$ cat config.mk
export PLATFORM = sky130hd
export DESIGN_NAME = dll_loop_filter
export DESIGN_NICKNAME = d
export VERILOG_FILES = /design/src/rtl/dll_pkg.sv /design/src/rtl/dll_chan_state.sv /design/src/rtl/dll_loop_filter.sv
export SDC_FILE = /design/constraint.sdc
export NUM_CORES = 1
export LEC_CHECK = 0
export ABC_AREA = 1
export BUFFER_PORTS_ARGS = -buffer_cell sky130_fd_sc_hd__buf_2
export CAP_MARGIN = 20
export CORE_MARGIN = 5
export CORE_UTILIZATION = 65
export CTS_BUF_LIST = sky130_fd_sc_hd__clkbuf_2 sky130_fd_sc_hd__clkbuf_4 sky130_fd_sc_hd__clkbuf_8
export DETAILED_ROUTE_END_ITERATION = 10
export PLACE_DENSITY = 0.83
export SYNTH_ARGS = -nofsm -noshare
export SYNTH_HDL_FRONTEND = slang
export SYNTH_SLANG_ARGS = --single-unit
$ cat constraint.sdc
create_clock -name clk -period 22.4 [get_ports clk]
set_input_delay 4.48 -clock clk [delete_from_list [all_inputs] [get_ports clk]]
set_output_delay 4.48 -clock clk [all_outputs]
set_load 0.1 [all_outputs]
$ cat src/rtl/dll_pkg.sv
// Shared widths, loop-order encoding and the saturating resize helper for
// the multi-channel DLL loop filter.
package dll_pkg;

  localparam int DLL_PW     = 29;
  localparam int DLL_CW     = 32;
  localparam int DLL_ACC_W  = 40;
  localparam int DLL_NCH    = 4;
  localparam int DLL_LOCK_N = 16;

  typedef enum logic {
    DLL_ORD1 = 1'b0,
    DLL_ORD2 = 1'b1
  } dll_order_e;

  // Clip a signed value into the range of a w-bit signed number (w <= 63).
  function automatic logic signed [63:0] sat_s(input logic signed [63:0] value, input int width);
    logic signed [63:0] hi;
    logic signed [63:0] lo;
    hi = (64'sd1 <<< (width - 1)) - 64'sd1;
    lo = -hi - 64'sd1;
    if (value > hi) return hi;
    else if (value < lo) return lo;
    else return value;
  endfunction

endpackage

$ cat src/rtl/dll_chan_state.sv
// Per-channel integrator and lock-counter storage: combinational read,
// one write port, and a clear port that overrides a same-channel write.
module dll_chan_state
  import dll_pkg::*;
#(
  parameter int NCH   = DLL_NCH,
  parameter int ACC_W = DLL_ACC_W,
  parameter int CNT_W = 5,
  parameter int CHW   = 2
) (
  input  logic                    clk,
  input  logic                    rst,
  input  logic [CHW-1:0]          rd_ch,
  output logic signed [ACC_W-1:0] rd_intg,
  output logic [CNT_W-1:0]        rd_cnt,
  input  logic                    wr_en,
  input  logic [CHW-1:0]          wr_ch,
  input  logic signed [ACC_W-1:0] wr_intg,
  input  logic [CNT_W-1:0]        wr_cnt,
  input  logic                    clr_en,
  input  logic [CHW-1:0]          clr_ch
);

  logic signed [ACC_W-1:0] intg [NCH];
  logic [CNT_W-1:0]        cnt  [NCH];

  assign rd_intg = intg[rd_ch];
  assign rd_cnt  = cnt[rd_ch];

  always_ff @(posedge clk or posedge rst) begin
    if (rst) begin
      for (int i = 0; i < NCH; i++) begin
        intg[i] <= '0;
        cnt[i]  <= '0;
      end
    end else begin
      for (int i = 0; i < NCH; i++) begin
        if (clr_en && clr_ch == CHW'(i)) begin
          intg[i] <= '0;
          cnt[i]  <= '0;
        end else if (wr_en && wr_ch == CHW'(i)) begin
          intg[i] <= wr_intg;
          cnt[i]  <= wr_cnt;
        end
      end
    end
  end

endmodule

$ cat src/rtl/dll_loop_filter.sv
// Multi-channel early-minus-late DLL loop filter: capture, discriminator stage,
// then a read-modify-write update stage that emits a tagged code correction.
module dll_loop_filter
  import dll_pkg::*;
#(
  parameter int PW     = DLL_PW,
  parameter int CW     = DLL_CW,
  parameter int ACC_W  = DLL_ACC_W,
  parameter int NCH    = DLL_NCH,
  parameter int LOCK_N = DLL_LOCK_N,
  localparam int CHW   = (NCH > 1) ? $clog2(NCH) : 1,
  localparam int CNT_W = $clog2(LOCK_N + 1)
) (
  input  logic                 clk,
  input  logic                 rst,
  input  logic                 in_valid,
  input  logic [CHW-1:0]       in_ch,
  input  logic [PW-1:0]        p_e,
  input  logic [PW-1:0]        p_l,
  input  logic                 order,
  input  logic [4:0]           k1_shift,
  input  logic [4:0]           k2_shift,
  input  logic [PW-1:0]        lock_thresh,
  input  logic                 clear_valid,
  input  logic [CHW-1:0]       clear_ch,
  output logic                 out_valid,
  output logic [CHW-1:0]       out_ch,
  output logic signed [CW-1:0] correction,
  output logic                 sat,
  output logic                 locked
);

  // Capture register: sample and its controls at acceptance.
  logic           v0;
  logic [CHW-1:0] ch0;
  logic [PW-1:0]  pe0, pl0, th0;
  dll_order_e     ord0;
  logic [4:0]     k10, k20;

  always_ff @(posedge clk or posedge rst) begin
    if (rst) begin
      v0   <= 1'b0;
      ch0  <= '0;
      pe0  <= '0;
      pl0  <= '0;
      th0  <= '0;
      ord0 <= DLL_ORD1;
      k10  <= '0;
      k20  <= '0;
    end else begin
      v0 <= in_valid && (int'(in_ch) < NCH);
      if (in_valid) begin
        ch0  <= in_ch;
        pe0  <= p_e;
        pl0  <= p_l;
        th0  <= lock_thresh;
        ord0 <= dll_order_e'(order);
        k10  <= k1_shift;
        k20  <= k2_shift;
      end
    end
  end

  // Stage A: discriminator and lock-threshold test.
  logic signed [PW:0] disc_c;
  logic [PW:0]        mag_c;
  logic               va, thr_a;
  logic [CHW-1:0]     cha;
  logic signed [PW:0] disca;
  dll_order_e         orda;
  logic [4:0]         k1a, k2a;

  assign disc_c = $signed({1'b0, pe0}) - $signed({1'b0, pl0});
  assign mag_c  = disc_c[PW] ? -disc_c : disc_c;

  always_ff @(posedge clk or posedge rst) begin
    if (rst) begin
      va    <= 1'b0;
      thr_a <= 1'b0;
      cha   <= '0;
      disca <= '0;
      orda  <= DLL_ORD1;
      k1a   <= '0;
      k2a   <= '0;
    end else begin
      va <= v0;
      if (v0) begin
        thr_a <= mag_c <= {1'b0, th0};
        cha   <= ch0;
        disca <= disc_c;
        orda  <= ord0;
        k1a   <= k10;
        k2a   <= k20;
      end
    end
  end

  // Stage B: read channel state, update, register outputs.
  logic signed [ACC_W-1:0] rd_intg, intg_new, intg_use, wr_intg;
  logic [CNT_W-1:0]        rd_cnt, cnt_new;
  logic signed [PW:0]      prop, istep;
  logic signed [63:0]      isum, isum_sat, csum, csum_sat;
  logic                    clr_hit, ord2, isat, csat;

  assign clr_hit  = clear_valid && (clear_ch == cha);
  assign ord2     = (orda == DLL_ORD2);
  assign prop     = disca >>> k1a;
  assign istep    = disca >>> k2a;
  assign isum     = 64'(rd_intg) + 64'(istep);
  assign isum_sat = sat_s(isum, ACC_W);
  assign isat     = (isum_sat != isum);
  assign intg_new = isum_sat[ACC_W-1:0];
  // A colliding clear forces the integral term to zero for this result too.
  assign intg_use = (ord2 && !clr_hit) ? intg_new : '0;
  assign csum     = 64'(prop) + 64'(intg_use);
  assign csum_sat = sat_s(csum, CW);
  assign csat     = (csum_sat != csum);
  assign wr_intg  = ord2 ? intg_new : rd_intg;
  assign cnt_new  = thr_a ? ((rd_cnt == CNT_W'(LOCK_N)) ? rd_cnt : rd_cnt + 1'b1) : '0;

  dll_chan_state #(
    .NCH   (NCH),
    .ACC_W (ACC_W),
    .CNT_W (CNT_W),
    .CHW   (CHW)
  ) u_state (
    .clk     (clk),
    .rst     (rst),
    .rd_ch   (cha),
    .rd_intg (rd_intg),
    .rd_cnt  (rd_cnt),
    .wr_en   (va),
    .wr_ch   (cha),
    .wr_intg (wr_intg),
    .wr_cnt  (cnt_new),
    .clr_en  (clear_valid),
    .clr_ch  (clear_ch)
  );

  always_ff @(posedge clk or posedge rst) begin
    if (rst) begin
      out_valid  <= 1'b0;
      out_ch     <= '0;
      correction <= '0;
      sat        <= 1'b0;
      locked     <= 1'b0;
    end else begin
      out_valid <= va;
      if (va) begin
        out_ch     <= cha;
        correction <= csum_sat[CW-1:0];
        sat        <= csat || (ord2 && !clr_hit && isat);
        locked     <= !clr_hit && (cnt_new == CNT_W'(LOCK_N));
      end
    end
  end

endmodule

==> results of run 1 <==
## synth_stat cells, types with 7 or more instances
cell / n / share of area, %
a21oi_2: 40 / 1.3
o22ai_2: 9 / 0.41
o21ai_0: 341 / 6.2
ha_1: 145 / 6.6
a22oi_1: 8 / 0.22
xor2_1: 63 / 2.0
buf_6: 10 / 0.41
xnor2_1: 23 / 0.73
or2_2: 13 / 0.30
o21ai_1: 45 / 0.82
mux2_2: 42 / 1.7
o21bai_1: 8 / 0.22
nand2_2: 15 / 0.34
buf_1: 12 / 0.16
a21oi_1: 222 / 4.1
inv_1: 522 / 7.1
nor2_1: 309 / 4.2
nand2_1: 965 / 13
o22ai_1: 145 / 3.3
nand3b_1: 7 / 0.19
clkbuf_1: 132 / 1.8
o21a_1: 48 / 1.3
nand4_1: 30 / 0.68
nand3_1: 136 / 2.5
mux2i_1: 53 / 1.9
dfrtp_1: 363 / 33
nand3_2: 7 / 0.26
a21o_1: 13 / 0.36
o211ai_1: 18 / 0.49
a31oi_1: 40 / 0.91
nor3_1: 31 / 0.57
## area by class of cell
cell class / count / share of cell area [%]
Clock inverter: 9 / 0.312
Clock buffer: 98 / 4.10
Tap cell: 539 / 2.27
Sequential cell: 363 / 30.6
Timing Repair Buffer: 169 / 3.26
Inverter: 530 / 6.72
Multi-Input combinational cell: 2840 / 52.8
## layer usage
layer / GRT usage (%) / part of all wire [%]
met3: 8.11 / 9.4
met2: 54.7 / 44
met5: 0 / 0
met1: 47.3 / 42
met4: 13.8 / 4.5
## cells by family (layout without fill, tap and decap cells)
kind of cell / count (synthesis) / count (layout) / share of synthesized area, %
buffers and inverters: 688 / 806 / 9.71
flip-flops: 363 / 363 / 33.1
AND/OR/NAND/NOR: 1537 / 1537 / 22.9
adder cells (fa/ha/maj): 148 / 148 / 6.83
XOR/XNOR: 92 / 92 / 3.10
AO/OA/AOI/OAI: 968 / 968 / 20.7
multiplexers: 95 / 95 / 3.66
## flip-flops by register name (all words and copies together) (netlist names), 5 cells and up
signal        flops
u_state.cnt      20
k2a               5
pe0              29
disca            30
th0              29
k1a               5
k10               5
u_state.intg    160
correction       32
pl0              29
k20               5
## worst max-delay path, delay by kind of cell, from the launching register on
family | cells | cell delay (ps)
and+or+nand+nor | 28 | 3200
AOI/OAI and AO/OA | 7 | 1630
adders and majority gates | 5 | 1800
DFF | 1 | 800
buffers and inverters | 5 | 1210
## worst paths after layout
path,start,to,slack [ps],depth (start not counted)
hold / removal,u_state.intg[100]$_DFFE_PP0P_,u_state.intg[100]$_DFFE_PP0P_,480,2
max in group asynchronous,rst,pl0[20]$_DFFE_PP0P_,15830,5
min in group asynchronous,rst,k1a[0]$_DFFE_PP0P_,3810,2
hold reg to reg,u_state.intg[100]$_DFFE_PP0P_,u_state.intg[100]$_DFFE_PP0P_,480,2
setup reg to reg,k2a[2]$_DFFE_PP0P_,correction[12]$_DFFE_PP0P_,13620,45
setup / recovery,k2a[2]$_DFFE_PP0P_,correction[12]$_DFFE_PP0P_,13620,45
## placed cells by master, fill, tap and decap left out, types with 8 or more instances in the layout
| cell | n |
|---|---|
| nand4_1 | 30 |
| inv_1 | 515 |
| o21a_1 | 48 |
| o22ai_2 | 9 |
| a31oi_1 | 40 |
| nand3_1 | 136 |
| xor2_1 | 63 |
| mux2_2 | 42 |
| a21o_1 | 13 |
| a21oi_2 | 40 |
| o21bai_1 | 8 |
| nor3_1 | 31 |
| o211ai_1 | 18 |
| nand2_2 | 15 |
| nor2_1 | 309 |
| a22oi_1 | 8 |
| nand2_1 | 965 |
| o21ai_0 | 341 |
| dfrtp_1 | 361 |
| xnor2_1 | 23 |
| buf_4 | 25 |
| clkbuf_4 | 21 |
| a21oi_1 | 222 |
| mux2i_1 | 53 |
| o21ai_1 | 45 |
| or2_2 | 13 |
| o22ai_1 | 145 |
| ha_1 | 145 |
| buf_2 | 141 |
| clkbuf_8 | 77 |
## metrics by stage
stage / util (%) / worst slack (ps) / hold slack [ps] / cells / area [um2]
after floorplan: - / 7840 / 390 / 3891 / 27400
after global placement: 67.7 / 13340 / 462 / 4438 / 28300
after CTS: 70.8 / 13830 / 483 / 4545 / 29600
after detailed placement: 67.7 / 13200 / 466 / 4438 / 28300
final: 71.0 / 13620 / 482 / 4548 / 29700
after global routing: 71.0 / 12900 / 507 / 4548 / 29700
## power groups by stage
stage / sequential [mW] / combinational [mW] / clock (mW)
2_1_floorplan: 1.09 / 1.78 / 0
3_3_place_gp: 0.916 / 2.62 / 0
3_5_place_dp: 0.924 / 2.63 / 0
4_1_cts: 0.914 / 2.65 / 0.637
5_1_grt: 0.933 / 2.96 / 0.670
6_report: 0.916 / 2.71 / 0.630
==> flow_summary.toml, run 1 <==
[status]
status = "finished, final reports clean"

[sta]
finalCriticalPeriod_ps = 8780
rsz0062_at_grt = "false"
slew-limit-headroom_pct = 24.4
final-setup-viol-count = 0
max_freq_ghz = 0.114
skew_ps = 28.6
hold_viol = 0
final.period_utilization_pct = 39.2
worst_pin_slew_ps = 1130
drv_slew = 0
tns_ps = 0

[logic_synthesis]
syn-num-nets = 4145
syn_area_per_cell_um2 = 7.05
syn-instance-count = 3891
synth-seq-area-share_pct = 33.1
netlist_area_um2 = 27400
synth-edff-count = 0
synth_ff_type = "dfrtp_1"
synthArstFlopShare_pct = 100
synth-seq-cells = 363
yosysWarnings = 0
synthDistinctLibCells = 57

[global_routing]
grt_pass1_wl_um = 133000
grt_pass1_vias = 25322
grt_max_degree = 104
grt.total_usage_pct = 34.9
overflow = 0
antenna_found_initial = 0

[place]
io_buffers = 142
gp_congestion = 1.03
dp_hpwl_um = 62800

[setup_path]
cp_max_fo = 40
endpoint_kind = "register"
crit_top_cell = "nand2_1"
cp.required_ps = 23030
critical_path_class = "register to register"
critPathSlowestCell = "dfrtp_1"
critPathMaxStageDelay_ps = 800
cp.arrival_ps = 9410
crit_path_start_kind = "register"

[clocking]
cts_buffers = 60
path_clk_slew_ps = 60
h-tree-depth = 2
cts-hold-fix-buffers = 0
insertion_delay_ps = 720
cts_resized = 0
cts-root-buf = "clkbuf_8"
cts_tree = "built"
cts_setup_buffers = 0
clock_path_buffers = 3
clock_sinks = 363

[pwr]
p_leak_nw = 15.1
power_density_nw_per_um2 = 143
power_switching_mw = 2.29
p_total_mw = 4.26
power_frac_comb_pct = 63.7
p_int_mw = 1.96
clock_power_share_pct = 14.8
vdd_drop_max_uv = 135
switching_share_pct = 53.9
power_frac_seq_pct = 21.5

[floorplan]
io_pins = 143
die_h_um = 215
die_area_um2 = 46400
start_util_pct = 65.5
fp.dieW_um = 215
core_um2 = 41900
num_rows = 75

[routing]
dr.first_iter.drc_count = 2595
drt-pass1-iter-count = 6
wl_um = 83400
vias = 26784
drc = 0
wl_per_cell_um = 18.3
vias_per_cell = 5.89
ant_nets = 0

[final_layout]
multi_input_area_um2 = 15700
antennaDiodeCount = 0
area_growth_syn_to_layout_pct = 8.35
fillers = 3689
seq_area_um2 = 9090
final_layout_size_suffix_gt1_share_pct = 11.0
fin_nets = 4218

[hold_path]
hold_class = "register to register"

[job]
drv_cap = 0
Power figures use the tool's default switching activity.
==> inputs of run 2 (changes only) <==
--- a/config.mk
+++ b/config.mk
@@ -5,14 +5,14 @@
 export SDC_FILE = /design/constraint.sdc
 export NUM_CORES = 1
 export LEC_CHECK = 0
-export ABC_AREA = 1
+export ABC_AREA = 0
 export BUFFER_PORTS_ARGS = -buffer_cell sky130_fd_sc_hd__buf_2
 export CAP_MARGIN = 20
 export CORE_MARGIN = 5
-export CORE_UTILIZATION = 65
+export CORE_UTILIZATION = 64
 export CTS_BUF_LIST = sky130_fd_sc_hd__clkbuf_2 sky130_fd_sc_hd__clkbuf_4 sky130_fd_sc_hd__clkbuf_8
 export DETAILED_ROUTE_END_ITERATION = 10
-export PLACE_DENSITY = 0.83
+export PLACE_DENSITY = 0.82
 export SYNTH_ARGS = -nofsm -noshare
 export SYNTH_HDL_FRONTEND = slang
 export SYNTH_SLANG_ARGS = --single-unit
==> constraint.sdc (replaced) <==
create_clock -name clk -period 8.1 [get_ports clk]
set_input_delay 1.62 -clock clk [delete_from_list [all_inputs] [get_ports clk]]
set_output_delay 1.62 -clock clk [all_outputs]
set_load 0.1 [all_outputs]
==> flow_summary.toml, run 2 <==
[global_routing]
grt.total_usage_pct = 36.7
grt_pass1_wl_um = 133000
antenna_found_initial = 2
grt_max_degree = 168
overflow = 0
grt_pass1_vias = 25274

[hold_path]
hold_class = "register to register"
whs_endpoint = "k2a[2]$_DFFE_PP0P_"
holdPathStages = 2
holdCritStartpoint = "k20[2]$_DFFE_PP0P_"

[logic_synthesis]
synth-seq-cells = 363
syn_area_per_cell_um2 = 8.83
synthArstFlopShare_pct = 100
yosys-top-cells-area = "dfrtp_1, ha_1, nand2_1, o21ai_0, mux2_2"
synth-seq-area-share_pct = 34.6
synth_commonest_cells = "nand2_1, dfrtp_1, o21ai_0"
yosysMostFrequentCell = "nand2_1"
synth-edff-count = 0
synth_top_area_share_pct = 34.6
yosysWarnings = 0
synth.largest_area_cell = "dfrtp_1"
netlist_area_um2 = 26200
syn-instance-count = 2970
syn-num-nets = 3224
synth_ff_type = "dfrtp_1"
synthDistinctLibCells = 87

[clocking]
cts-root-buf = "clkbuf_8"
clock_sinks = 363
clock_path_buffers = 3
cts_tree = "built"
cts-hold-fix-buffers = 0
insertion_delay_ps = 710
path_clk_slew_ps = 70
h-tree-depth = 2
cts_buffers = 60

[status]
status = "finished, final reports clean"

[setup_path]
crit_path_start_kind = "register"
critPathSlowestCell = "mux4_2"
critical_path_class = "register to register"
setup.worst_path.start = "k2a[0]$_DFFE_PP0P_"
reg2reg_setup_slack_ps = 160
crit_top_cell = "nand2_1"
cp.required_ps = 8680
critPathMaxStageDelay_ps = 510
reg2reg_depth = 36
cp.arrival_ps = 8520
r2r-start = "k2a[0]$_DFFE_PP0P_"
cp_max_fo = 8
endpoint_kind = "register"
r2r-end = "correction[11]$_DFFE_PP0P_"

[sta]
layout_setup_ws_ps = 162
slew-limit-headroom_pct = 27.6
hold_viol = 0
skew_ps = 27.6
drv_slew = 0
hold_ws_ps = 478
final-setup-viol-count = 0
finalCriticalPeriod_ps = 7940
max_freq_ghz = 0.126
tns_ps = 0
worst_pin_slew_ps = 1080
final.period_utilization_pct = 98.0

[final_layout]
fin_nets = 3546
final_util_pct = 77.4
finalInstanceArea_um2 = 31500
layout_common_cells = "nand2_1, dfrtp_1, buf_4"
final_cells = 3875
reg_top3 = "u_state.intg: 160 flops, correction: 32 flops, disca: 30 flops"
fillers = 2717
largest_reg_flops = 160
final_common_cell = "nand2_1"
final_layout_size_suffix_gt1_share_pct = 25.6
largest-register = "u_state.intg"
area_growth_syn_to_layout_pct = 20.0

[job]
drv_cap = 0

[routing]
ant_nets = 0
vias = 25241
dr.first_iter.drc_count = 2759
wl_per_cell_um = 22.1
wl_um = 85500
drt-pass1-iter-count = 6
vias_per_cell = 6.51
drc = 0

[floorplan]
io_pins = 143
die_area_um2 = 45100
core_um2 = 40600
num_rows = 74
die_h_um = 212
fp.dieW_um = 212
start_util_pct = 64.5

[pwr]
vdd_drop_max_uv = 261
power_density_nw_per_um2 = 515
p_leak_nw = 14.5
p_total_mw = 16.2

[place]
gp_congestion = 1.05
placed_area_um2 = 29100
dp_hpwl_um = 61500
io_buffers = 142
dp_cells = 3735
dp_worst_setup_slack_ps = -517
[run 2: cell count changes in the layout (fill, tap and decap cells not counted), sizes merged, moves of 80 or more]
cell and delta:
o22ai -154, nand3 -113, o221ai +80, buf +271, nand2 -550, o21ai -87
nor2 -116, inv -392
[run 2: worst max path at each step]
stage | to | slack, ps | cells after the start
global route | correction[10]$_DFFE_PP0P_ | -70 | 36
floorplan | correction[7]$_DFFE_PP0P_ | 90 | 37
detailed placement | correction[2]$_DFFE_PP0P_ | -520 | 32
global placement | correction[6]$_DFFE_PP0P_ | -390 | 36
finish | correction[11]$_DFFE_PP0P_ | 160 | 36
CTS | correction[23]$_DFFE_PP0P_ | 10 | 34
[run 2: cells by family (layout without fill, tap and decap cells)]
family	after synthesis	count (layout)	share of synthesized area, %
fa+ha+maj	148	148	7.15
mux	249	249	12.2
simple gates	851	852	14.3
buf+inv	317	688	4.70
other cells	0	1	0
compound gates	920	920	23.0
flops	363	363	34.6
xor+xnor	122	122	4.07
[run 2: critical path, delay by kind of cell, from the launching register on]
kind / cells / cell delay [ps]
AO/OA/AOI/OAI: 15 / 3220
AND/OR/NAND/NOR: 10 / 1570
multiplexers: 3 / 990
adder cells (fa/ha/maj): 3 / 940
buffers and inverters: 4 / 540
flip-flops: 1 / 450
XOR/XNOR: 1 / 130
[run 2: routing by layer]
| layer | track usage [%] | vias up | wire (um) |
|---|---|---|---|
| met5 | 0 | - | 13 |
| met1 | 47.6 | 12195 | 33500 |
| met2 | 59.2 | 1334 | 39800 |
| li1 | - | 11433 | - |
| met4 | 16.0 | 2 | 3950 |
| met3 | 8.57 | 277 | 8170 |
[run 2: power breakdown]
part	switching, mW	leakage (nW)	internal (mW)
combinational	6.68	9.25	4.88
clock	0.813	0.758	1.08
sequential	0.400	4.52	2.36
total	7.90	14.5	8.32
[run 2: area by class of cell]
class / instances / area [um2] / area share, %
clock buffers: 99 / 1250 / 3.97
inverters: 134 / 510 / 1.62
clock inverters: 13 / 176 / 0.561
multi-input cells: 2291 / 16600 / 52.7
diodes: 1 / 2.50 / 0.00795
repair buffers: 442 / 3190 / 10.1
well taps: 532 / 666 / 2.11
flip-flops and latches: 363 / 9090 / 28.9
[run 2: repair_timing]
item | CTS | global route
setup buffers | 1 | 18
gates cloned | 0 | 6
pin swaps | 4 | 43
gates resized for setup | 18 | 145
endpoints found under the setup margin | 33 | 33
